===== config.mk =====
export PLATFORM = sky130hd
export DESIGN_NAME = demle_zamanlayici
export DESIGN_NICKNAME = d
export VERILOG_FILES = /design/src/rtl/demle_zamanlayici.sv
export SDC_FILE = /design/constraint.sdc
export NUM_CORES = 1
export LEC_CHECK = 0
export ABC_AREA = 1
export CORE_MARGIN = 4
export CORE_UTILIZATION = 48
export CTS_CLUSTER_DIAMETER = 100
export DETAILED_ROUTE_END_ITERATION = 16
export GPL_ROUTABILITY_DRIVEN = 0
export GPL_TIMING_DRIVEN = 0
export HOLD_SLACK_MARGIN = 0.12
export PLACE_DENSITY = 0.74
export SETUP_SLACK_MARGIN = 0.3
export SLEW_MARGIN = 10
export SYNTH_ARGS = -nofsm -noshare
export SYNTH_HDL_FRONTEND = slang
export SYNTH_SLANG_ARGS = --single-unit
export TNS_END_PERCENT = 10

===== constraint.sdc =====
create_clock -name saat -period 1.65 [get_ports saat]
set_clock_uncertainty 0.05 [all_clocks]
set_input_delay 0.33 -clock saat [delete_from_list [all_inputs] [get_ports saat]]
set_output_delay 0.33 -clock saat [all_outputs]
set_load 0.05 [all_outputs]

===== src/rtl/demle_zamanlayici.sv =====
// Brew countdown timer: takes one brew result per bitti rising edge,
// counts it down in TIK_BOLEN-cycle units and waits for the cup to be taken.
module demle_zamanlayici #(
    parameter int TIK_BOLEN = 100
) (
    input  logic        saat,
    input  logic        reset,
    input  logic        bitti,
    input  logic        demlendi,
    input  logic [14:0] sure,
    input  logic        al,
    input  logic        iptal,
    output logic        mesgul,
    output logic        demleniyor,
    output logic        hazir,
    output logic        hata,
    output logic        alarm,
    output logic [14:0] kalan_sure,
    output logic        bekleyen,
    output logic        tasma
);

    localparam int PW = (TIK_BOLEN > 2) ? $clog2(TIK_BOLEN) : 1;
    localparam logic [PW-1:0] SON = PW'(TIK_BOLEN - 1);

    typedef enum logic [1:0] {
        BOSTA      = 2'd0,
        DEMLENIYOR = 2'd1,
        HAZIR      = 2'd2,
        HATA       = 2'd3
    } durum_t;

    durum_t        st, st_n;
    logic [14:0]   kalan, kalan_n;
    logic [PW-1:0] presc, presc_n;
    logic          bitti_q;
    logic          slot_v, slot_v_n;
    logic          slot_d, slot_d_n;
    logic [14:0]   slot_s, slot_s_n;
    logic          tasma_q, tasma_n;
    logic          alarm_q, alarm_n;

    logic          job;
    logic          launch;
    logic          store;
    logic          l_d;
    logic [14:0]   l_s;

    assign job = bitti & ~bitti_q;

    always_ff @(posedge saat) begin
        if (!reset) begin
            st      <= BOSTA;
            kalan   <= '0;
            presc   <= '0;
            bitti_q <= 1'b0;
            slot_v  <= 1'b0;
            slot_d  <= 1'b0;
            slot_s  <= '0;
            tasma_q <= 1'b0;
            alarm_q <= 1'b0;
        end else begin
            st      <= st_n;
            kalan   <= kalan_n;
            presc   <= presc_n;
            bitti_q <= bitti;
            slot_v  <= slot_v_n;
            slot_d  <= slot_d_n;
            slot_s  <= slot_s_n;
            tasma_q <= tasma_n;
            alarm_q <= alarm_n;
        end
    end

    always_comb begin
        st_n     = st;
        kalan_n  = kalan;
        presc_n  = presc;
        slot_v_n = slot_v;
        slot_d_n = slot_d;
        slot_s_n = slot_s;
        tasma_n  = tasma_q;
        alarm_n  = 1'b0;
        launch   = 1'b0;
        store    = 1'b0;
        l_d      = demlendi;
        l_s      = sure;

        if (iptal) begin
            st_n     = BOSTA;
            kalan_n  = '0;
            presc_n  = '0;
            slot_v_n = 1'b0;
        end else begin
            case (st)
                BOSTA: launch = job;
                DEMLENIYOR: begin
                    store = job;
                    if (presc == SON) begin
                        presc_n = '0;
                        if (kalan != 15'd0)
                            kalan_n = kalan - 15'd1;
                        if (kalan == 15'd1) begin
                            st_n    = HAZIR;
                            alarm_n = 1'b1;
                        end
                    end else begin
                        presc_n = presc + PW'(1);
                    end
                end
                HAZIR, HATA: begin
                    if (al) begin
                        if (slot_v) begin
                            // pending job goes first, a fresh one refills the slot
                            launch   = 1'b1;
                            l_d      = slot_d;
                            l_s      = slot_s;
                            slot_v_n = 1'b0;
                            store    = job;
                        end else if (job) begin
                            launch = 1'b1;
                        end else begin
                            st_n = BOSTA;
                        end
                    end else begin
                        store = job;
                    end
                end
                default: st_n = BOSTA;
            endcase

            if (store) begin
                if (!slot_v_n) begin
                    slot_v_n = 1'b1;
                    slot_d_n = demlendi;
                    slot_s_n = sure;
                end else begin
                    tasma_n = 1'b1;
                end
            end

            if (launch) begin
                presc_n = '0;
                if (!l_d) begin
                    st_n    = HATA;
                    kalan_n = '0;
                end else if (l_s == 15'd0) begin
                    st_n    = HAZIR;
                    kalan_n = '0;
                    alarm_n = 1'b1;
                end else begin
                    st_n    = DEMLENIYOR;
                    kalan_n = l_s;
                end
            end
        end
    end

    assign mesgul     = (st != BOSTA);
    assign demleniyor = (st == DEMLENIYOR);
    assign hazir      = (st == HAZIR);
    assign hata       = (st == HATA);
    assign alarm      = alarm_q;
    assign kalan_sure = kalan;
    assign bekleyen   = slot_v;
    assign tasma      = tasma_q;

endmodule


# Word level (Yosys, flattened, before mapping)

Cells that the tools add are included.

Equal/unequal tests: 10
Muxes and demuxes: 43
Bitwise logic cells: 5
Reduce and logical (&&, ||, !) cells: 15
$add $sub $neg: 2

Operator list:

| kind                                                                   | count |
|---|---|
| 15-bit two-way mux                                                     | 10 |
| 1-bit two-way mux                                                      | 21 |
| 2-bit two-way mux                                                      | 8 |
| 15-bit by 1-bit equality test with 1-bit output, second input constant | 1 |
| 15-bit zero test                                                       | 1 |
| 15-bit nonzero test                                                    | 1 |
| 15-bit by 1-bit subtractor with 15-bit output, second input constant   | 1 |
| 3-bit != test, second input constant                                   | 3 |
| 3-bit AND reduction                                                    | 3 |
| 2-bit nonzero test                                                     | 4 |
| 7-bit by 1-bit adder with 7-bit output, second input constant          | 1 |
| 7-bit equality test, second input constant                             | 1 |
| 7-bit two-way mux                                                      | 1 |
| 3-bit by 1-bit != test with 1-bit output, second input constant        | 2 |
| 6-bit AND reduction                                                    | 1 |
| 2-bit equality test, second input constant                             | 2 |
| 1-bit inverter                                                         | 4 |
| 1-bit case mux with 2 select lines                                     | 2 |
| 2-bit case mux with 2 select lines                                     | 1 |
| 2-bit OR reduction                                                     | 2 |
| 3-bit nonzero test                                                     | 1 |
| 3-bit OR reduction                                                     | 1 |
| 2-bit by 1-bit equality test with 1-bit output, second input constant  | 1 |
| 2-bit zero test                                                        | 1 |
| 1-bit bitwise AND                                                      | 1 |

Input port bits: 21
Flip-flop bits (word level): 44
Logic and storage cells: 84
Output and inout port bits: 22

# Logic depth before layout (Yosys ltp)

Gate-level depths: netlist of run 1.

Word-level depth: 9
Gate-level depth with buffers: 14
Depth with buffers taken out: 13

# Worst setup path before layout of run 1

No wires, ideal clock.

Kind: register to register
Start point: reg kalan[0], in the netlist kalan_sure[0]
End point: reg kalan[11], in the netlist kalan_sure[11]
Path buffers: 1
Period minus slack after synthesis: 2056 ps
Data required time: 1480 ps
Slack: -406 ps
Arrival time: 1886 ps
Setup time: 120 ps
Cell stages (with the launch flop): 14
Cells stage by stage: dfxtp_1 inv_1 ha_1 nand2_1 inv_1 nand2_1 clkinv_1 nand2_1 nand2_2 nand2_2 buf_6 clkinv_2 a21oi_1 a21oi_1

Cells in the longest elaborated chain, start to end: 5
Elaborated cells on any way between the ends: 8
Those cells by class: add/sub: 1; mux: 4; reduce/logical: 3

RTL lines:

| what                                          | line | text |
|---|---|---|
| from (decl)                                   | 34   | `logic [14:0] kalan, kalan_n;` |
| from (signal assigned)                        | 64   | `kalan <= kalan_n;` |
| 15-bit by 1-bit subtractor with 15-bit output | 102  | `kalan_n = kalan - 15'd1;` |
| 15-bit two-way mux                            | 101  | `if (kalan != 15'd0)` |
| 15-bit two-way mux                            | 99   | `if (presc == SON) begin` |
| 15-bit two-way mux                            | 95   | `case (st)` |
| 15-bit two-way mux                            | 142  | `if (launch) begin` |

Parallel ways exist; a longest one is shown, timed or not. The select of a mux whose other input is x is not followed.
A chain may end at the register's enable or synchronous reset.

# Worst setup path after layout of run 1

Start point: reg presc[1]
End point: reg kalan[8], in the netlist kalan_sure[8]

Cells in the longest elaborated chain, start to end: 3

RTL lines:

| what                                 | line | text |
|---|---|---|
| from (decl)                          | 35   | `logic [PW-1:0] presc, presc_n;` |
| from (signal assigned)               | 65   | `presc <= presc_n;` |
| 7-bit equality test                  | 99   |  |
| 2-bit nonzero test (no source line)  | -    |  |
| 3-bit AND reduction (no source line) | -    |  |

Every way passes these cells.

==> impl_metrics.tcl, run 1 <==
set metrics [dict create \
    wl_met3_microns 465 \
    syn_inst 392 \
    post-route-min-period_ns 1.76 \
    start_util_pct 51.2 \
    setup_viol 15 \
    diodes 0 \
    min_path_cells 3 \
    final.setup.worst_slack_ns -0.107 \
    placement.io_buffers 41 \
    p_leak_uw 0.00151 \
    clkLatencyLatePin_ns 0.30 \
    die_h_microns 80.2 \
    hold_class "in2reg" \
    clock-root-buffer "clkbuf_8" \
    cts_buffers 5 \
    holdBufCountCts 0 \
    outcome "finished with violations" \
    layout_worst_path_cycle_share_pct 106 \
    wirelength_met1_microns 3080 \
    cts_tree "yes" \
    top_layer "met4" \
    multi_input_area_sq_um 1550 \
    final_max_slew_viol_count 0 \
    num_vias 2719 \
    timing.fmax_mhz 569 \
    antenna_found_initial 0 \
    rows 25 \
    failed_checks "negative setup slack" \
    ant_nets 0 \
    fin_nets 474 \
    cp.required_ns 1.80 \
    irDropWorstVdd_mv 0.519 \
    final_util_pct 69.8 \
    syn_to_final_growth_pct 36.4 \
    cp_num_buf_inv 2 \
    cp_top_family "simple AND/OR/NAND/NOR gates" \
    syn_area_sq_um 2500 \
    fill_cells 444 \
    grt_pass1_vias 2493 \
    worst_pin_slew_ns 0.486 \
    hold_viol 0 \
    first_pass_iters 5 \
    die_w_microns 80.2 \
    drive_above_1_share_pct 30.8 \
    vias_per_cell 5.25 \
    synth-warning-count 0 \
    grt_use_total_pct 22.6 \
    avgRoutedWirePerCell_microns 13.2 \
    dieArea_sq_um 6420 \
    cap_violations 0 \
    drt_iter0_markers 181 \
    power_density_nw_per_um2 707 \
    grt_pass1_wl_microns 11500 \
    h-tree-depth 2 \
    slew_headroom_pct 67.7 \
    dp_slack_ns -1.03 \
    seq_area_frac_synth_pct 35.3 \
    routed_wirelength_microns 6860 \
    layoutNonFillerInstCount 518 \
    hold_ws_ns 0.296 \
    avgSynthCellArea_sq_um 6.37 \
    synth_cell_type_count 36 \
    dp.cells 500 \
    slowest_delay_ns 0.37 \
    crit_fanout 5 \
    crit_path_start_kind "register" \
    regArea_sq_um 921 \
    reg2reg_depth 11 \
    critical_path.cell_chain "ha_4 > inv_2 > nor3_2 > nand3_1 > nor2_2 > nand2_2 > nand2_4 > buf_6 > o21ai_1 > a21oi_1 > nor2_1" \
    core_area_sq_um 4880 \
    cts_buffer_depth 2 \
    io_pins 43 \
    ys_ff_latch 44 \
    cts.clk_slew.worst_paths_ns 0.09 \
    grt_start_max_net_pins 14 \
    grt_overflow 0 \
    cp-end-kind "register" \
    hpwl_microns 4890 \
    crit_cells 11 \
    wl_met2_microns 3170 \
    rsz0062_at_grt "yes" \
    slowest_stage "dfxtp_2" \
    cts.sinks 44 \
    critPathKind "reg2reg" \
    route.detailed.drc 0 \
    cp.arrival_ns 1.91 \
    syn-num-nets 416 \
]
## final timing paths
check,from,end,slack (ns)
setup reg to reg,presc[1],kalan_sure[8],-0.11
hold / removal,bitti,bitti_q,0.30
hold reg to reg,slot_s[12],slot_s[12],0.41
setup / recovery,presc[1],kalan_sure[8],-0.11
## cell usage after synthesis
library cell  instances  area (sq um)
nand2_1              83           312
nor2_1               60           225
dfxtp_1              44           881
inv_1                39           146
a21oi_1              28           140
o21ai_1              26           130
nand3_1              25           125
o21ai_0              23           115
buf_2                 9          45.0
inv_2                 7          26.3
nand4_1               7          43.8
nor2_2                6          37.5
ha_1                  3          37.5
nand2_2               3          18.8
xor2_1                3          26.3
buf_4                 2          15.0
nor3_1                2          10.0
nor3b_1               2          15.0
or2_1                 2          12.5
or2_2                 2          12.5
a211oi_2              1          12.5
a31oi_1               1          6.26
buf_1                 1          3.75
buf_6                 1          11.3
clkbuf_1              1          3.75
clkinv_1              1          3.75
clkinv_2              1          5.00
nand3_2               1          10.0
nand3b_1              1          7.51
nor2_4                1          11.3
nor3_2                1          10.0
o211ai_1              1          7.51
o21ai_2               1          8.76
o21bai_1              1          7.51
o22ai_1               1          6.26
xnor2_1               1          8.76
## cells in the final DEF, fill, tap and decap left out, types with 8 or more instances in the layout
cell	n
dfxtp_1	26
inv_2	13
nand2_1	77
o21ai_0	21
clkdlybuf4s50_1	17
o21ai_2	8
dfxtp_2	11
inv_1	31
buf_2	11
buf_4	13
a21oi_1	26
nor2_2	14
buf_6	10
o21ai_1	20
nor2_1	48
nand3_1	24
## where the power goes
group | switching [uW] | internal (uW) | leakage (uW)
combinational | 353 | 217 | 0.00109
clock | 394 | 335 | 0.0000510
sequential | 28.0 | 1080 | 0.000367
## layer usage
| layer | GRT usage (%) | up-vias |
|---|---|---|
| met5 | 0 | - |
| met4 | 9.46 | 0 |
| met3 | 3.70 | 15 |
| met2 | 37.2 | 107 |
| met1 | 29.2 | 1218 |
| li1 | - | 1379 |
## what timing repair did
action                     in CTS  in global routing
gates cloned                    2                  0
pin swaps                      11                  7
buffers inserted                7                  1
gates resized for setup       145                 44
setup endpoints to repair      65                 57
## kinds of logic after synthesis
| family | after synthesis | share of synthesized area (%) |
|---|---|---|
| buffers and inverters | 62 | 10.4 |
| AO/OA/AOI/OAI | 83 | 17.4 |
| adder cells (fa/ha/maj) | 3 | 1.50 |
| AND/OR/NAND/NOR | 196 | 34.1 |
| XOR/XNOR | 4 | 1.40 |
| flip-flops | 44 | 35.3 |
## sequential cells by signal, summed over array words and instances (netlist names)
name        flops
slot_s         15
st              2
tasma           1
presc           7
alarm           1
kalan_sure     15
bekleyen        1
slot_d          1
bitti_q         1
## per-stage QoR
step / TNS (ns) / area (sq um) / total power [uW]
floorplan: -0.00299 / 2580 / 1480
global placement: -25.21 / 3070 / 1640
detailed placement: -25.66 / 3070 / 1640
CTS: -0.104 / 3320 / 2390
global route: -2.10 / 3410 / 2530
finish: -0.754 / 3410 / 2410
## area by class of cell
| type | instances | share of cell area, % |
|---|---|---|
| Multi-Input combinational cell | 286 | 45.4 |
| Sequential cell | 44 | 27.0 |
| Timing Repair Buffer | 51 | 13.1 |
| Inverter | 48 | 5.62 |
| Buffer | 14 | 3.60 |
| Tap cell | 67 | 2.46 |
| Clock buffer | 6 | 2.42 |
| Clock inverter | 2 | 0.294 |
## worst register-to-register path: stages (launching register included)
cell	delay (ns)
dfxtp_2	0.37
ha_4	0.15
inv_2	0.04
nor3_2	0.12
nand3_1	0.12
nor2_2	0.19
nand2_2	0.12
nand2_4	0.09
buf_6	0.13
o21ai_1	0.07
a21oi_1	0.15
nor2_1	0.05
Note: power is estimated with default switching activity, not from simulation.
==> run 2: changes to the inputs <==
--- a/config.mk
+++ b/config.mk
@@ -6,6 +6,7 @@
 export NUM_CORES = 1
 export LEC_CHECK = 0
 export ABC_AREA = 1
+export CAP_MARGIN = 20
 export CORE_MARGIN = 4
 export CORE_UTILIZATION = 48
 export CTS_CLUSTER_DIAMETER = 100
@@ -15,6 +16,7 @@
 export HOLD_SLACK_MARGIN = 0.12
 export PLACE_DENSITY = 0.74
 export SETUP_SLACK_MARGIN = 0.3
+export SKIP_CTS_REPAIR_TIMING = 1
 export SLEW_MARGIN = 10
 export SYNTH_ARGS = -nofsm -noshare
 export SYNTH_HDL_FRONTEND = slang
==> impl_metrics.tcl, run 2 (synthesis results as in run 1) <==
set metrics [dict create \
    outcome "finished with violations" \
    failed_checks "negative setup slack" \
    worst_pin_slew_ns 0.502 \
    path_common_cell "nand2_4" \
    avgRoutedWirePerCell_microns 14.3 \
    multi_input_area_sq_um 1590 \
    grt_start_max_net_pins 14 \
    cts.sinks 44 \
    final.setup.worst_slack_ns -0.160 \
    cp-end-kind "register" \
    dp.cells 500 \
    ant_nets 0 \
    slowest_delay_ns 0.37 \
    hold_class "in2reg" \
    die_h_microns 80.2 \
    critPathKind "reg2reg" \
    power_density_nw_per_um2 688 \
    rows 25 \
    wl_met2_microns 3630 \
    reg2reg_depth 10 \
    irDropWorstVdd_mv 0.534 \
    cp.required_ns 1.83 \
    wirelength_met1_microns 3250 \
    route.detailed.drc 0 \
    mostFrequentLayoutCells "nand2_1, nor2_1, inv_1" \
    io_pins 43 \
    dp_slack_ns -1.03 \
    crit_fanout 5 \
    critPathLaunch "presc[1]" \
    cts_tree "yes" \
    hold_viol 0 \
    h-tree-depth 2 \
    grt_pass1_wl_microns 10800 \
    die_w_microns 80.2 \
    top_layer "met4" \
    num_vias 2834 \
    cts_buffer_depth 2 \
    diodes 0 \
    first_pass_iters 6 \
    post-route-min-period_ns 1.81 \
    vias_per_cell 5.37 \
    setup_viol 18 \
    cp.arrival_ns 1.99 \
    routed_wirelength_microns 7570 \
    slew_headroom_pct 66.5 \
    p_leak_uw 0.00163 \
    drt_iter0_markers 318 \
    layoutNonFillerInstCount 528 \
    ff2ff_setup_slack_ns -0.16 \
    critical_path.cell_chain "ha_4 > inv_4 > nor3_4 > nand3_2 > nor2_4 > nand2_4 > nand2_4 > clkbuf_16 > o21ai_0 > a21oi_1" \
    syn_to_final_growth_pct 45.1 \
    antenna_found_initial 0 \
    fill_cells 384 \
    core_area_sq_um 4880 \
    layout_worst_path_cycle_share_pct 110 \
    crit_path_start_kind "register" \
    cap_violations 0 \
    slowest_stage "dfxtp_2" \
    drive_above_1_share_pct 33.6 \
    rr_endpoint "kalan_sure[2]" \
    final_max_slew_viol_count 0 \
    clkLatencyLatePin_ns 0.31 \
    grt_use_total_pct 21.2 \
    grt_pass1_vias 2347 \
    grt_overflow 0 \
    wl_met3_microns 556 \
    dieArea_sq_um 6420 \
    dpl_cell_area_sq_um 3070 \
    cts.clk_slew.worst_paths_ns 0.09 \
    regArea_sq_um 926 \
    rsz0062_at_grt "yes" \
    reg2reg_from "presc[1]" \
    timing.fmax_mhz 552 \
    hpwl_microns 4890 \
    cts_buffers 5 \
    endpoint "kalan_sure[2]" \
    placement.io_buffers 41 \
    fin_nets 484 \
    design_area_sq_um 3630 \
    mostFrequentLayoutCell "nand2_1" \
    start_util_pct 51.2 \
    clock-root-buffer "clkbuf_8" \
]
-- run 2: changes by cell type in the layout (fill, tap and decap cells not counted), sizes merged, moves of 2 or more --
cell           previous run  this run
clkbuf                   12        20
dlymetal6s2s              0         5
clkdlybuf4s15             2         0
dlygate4sd2               2         0
-- run 2: final cells by class --
cell class | count | share of cell area, %
flip-flops and latches | 44 | 25.5
clock buffers | 6 | 2.28
inverters | 48 | 5.80
well taps | 67 | 2.31
repair buffers | 61 | 16.4
clock inverters | 2 | 0.276
multi-input cells | 286 | 43.8
plain buffers | 14 | 3.59
-- run 2: worst min path at each step --
stage	startpoint	end	slack (ns)	cells after the start
5_1_grt	bitti	bitti_q	0.25	3
6_report	bitti	bitti_q	0.21	3
4_1_cts	slot_s[8]	slot_s[8]	0.41	2
2_1_floorplan	bitti	bitti_q	0.37	2
3_3_place_gp	slot_s[12]	slot_s[12]	0.39	2
3_5_place_dp	slot_s[8]	slot_s[8]	0.40	2
-- run 2: metrics by stage --
step / TNS (ns) / hold slack, ns / util, % / power (uW)
after floorplan: -0.00299 / 0.373 / - / 1480
after global placement: -25.21 / 0.392 / 62.9 / 1640
after detailed placement: -25.66 / 0.399 / 62.9 / 1640
after CTS: -18.58 / 0.412 / 64.8 / 2360
after global routing: -4.00 / 0.251 / 74.3 / 2600
final: -1.42 / 0.209 / 74.3 / 2500
-- run 2: worst max-delay path, delay by kind of cell (launching register included) --
kind                     cells  cell delay (ns)
adder cells (fa/ha/maj)      1             0.17
buffers and inverters        2             0.20
AO/OA/AOI/OAI                2             0.26
flip-flops                   1             0.37
AND/OR/NAND/NOR              5             0.68
-- run 2: power breakdown --
part / leakage (uW) / switching (uW) / total [uW] / internal [uW]
clock: 0.0000510 / 408 / 744 / 335
combinational: 0.00122 / 381 / 641 / 260
sequential: 0.000367 / 30.9 / 1110 / 1080
total: 0.00163 / 820 / 2500 / 1670
-- run 2: metal layers --
layer	vias up	GRT usage, %
met5	-	0
met4	0	8.95
met3	14	3.25
met2	140	33.5
met1	1276	28.6
li1	1404	-
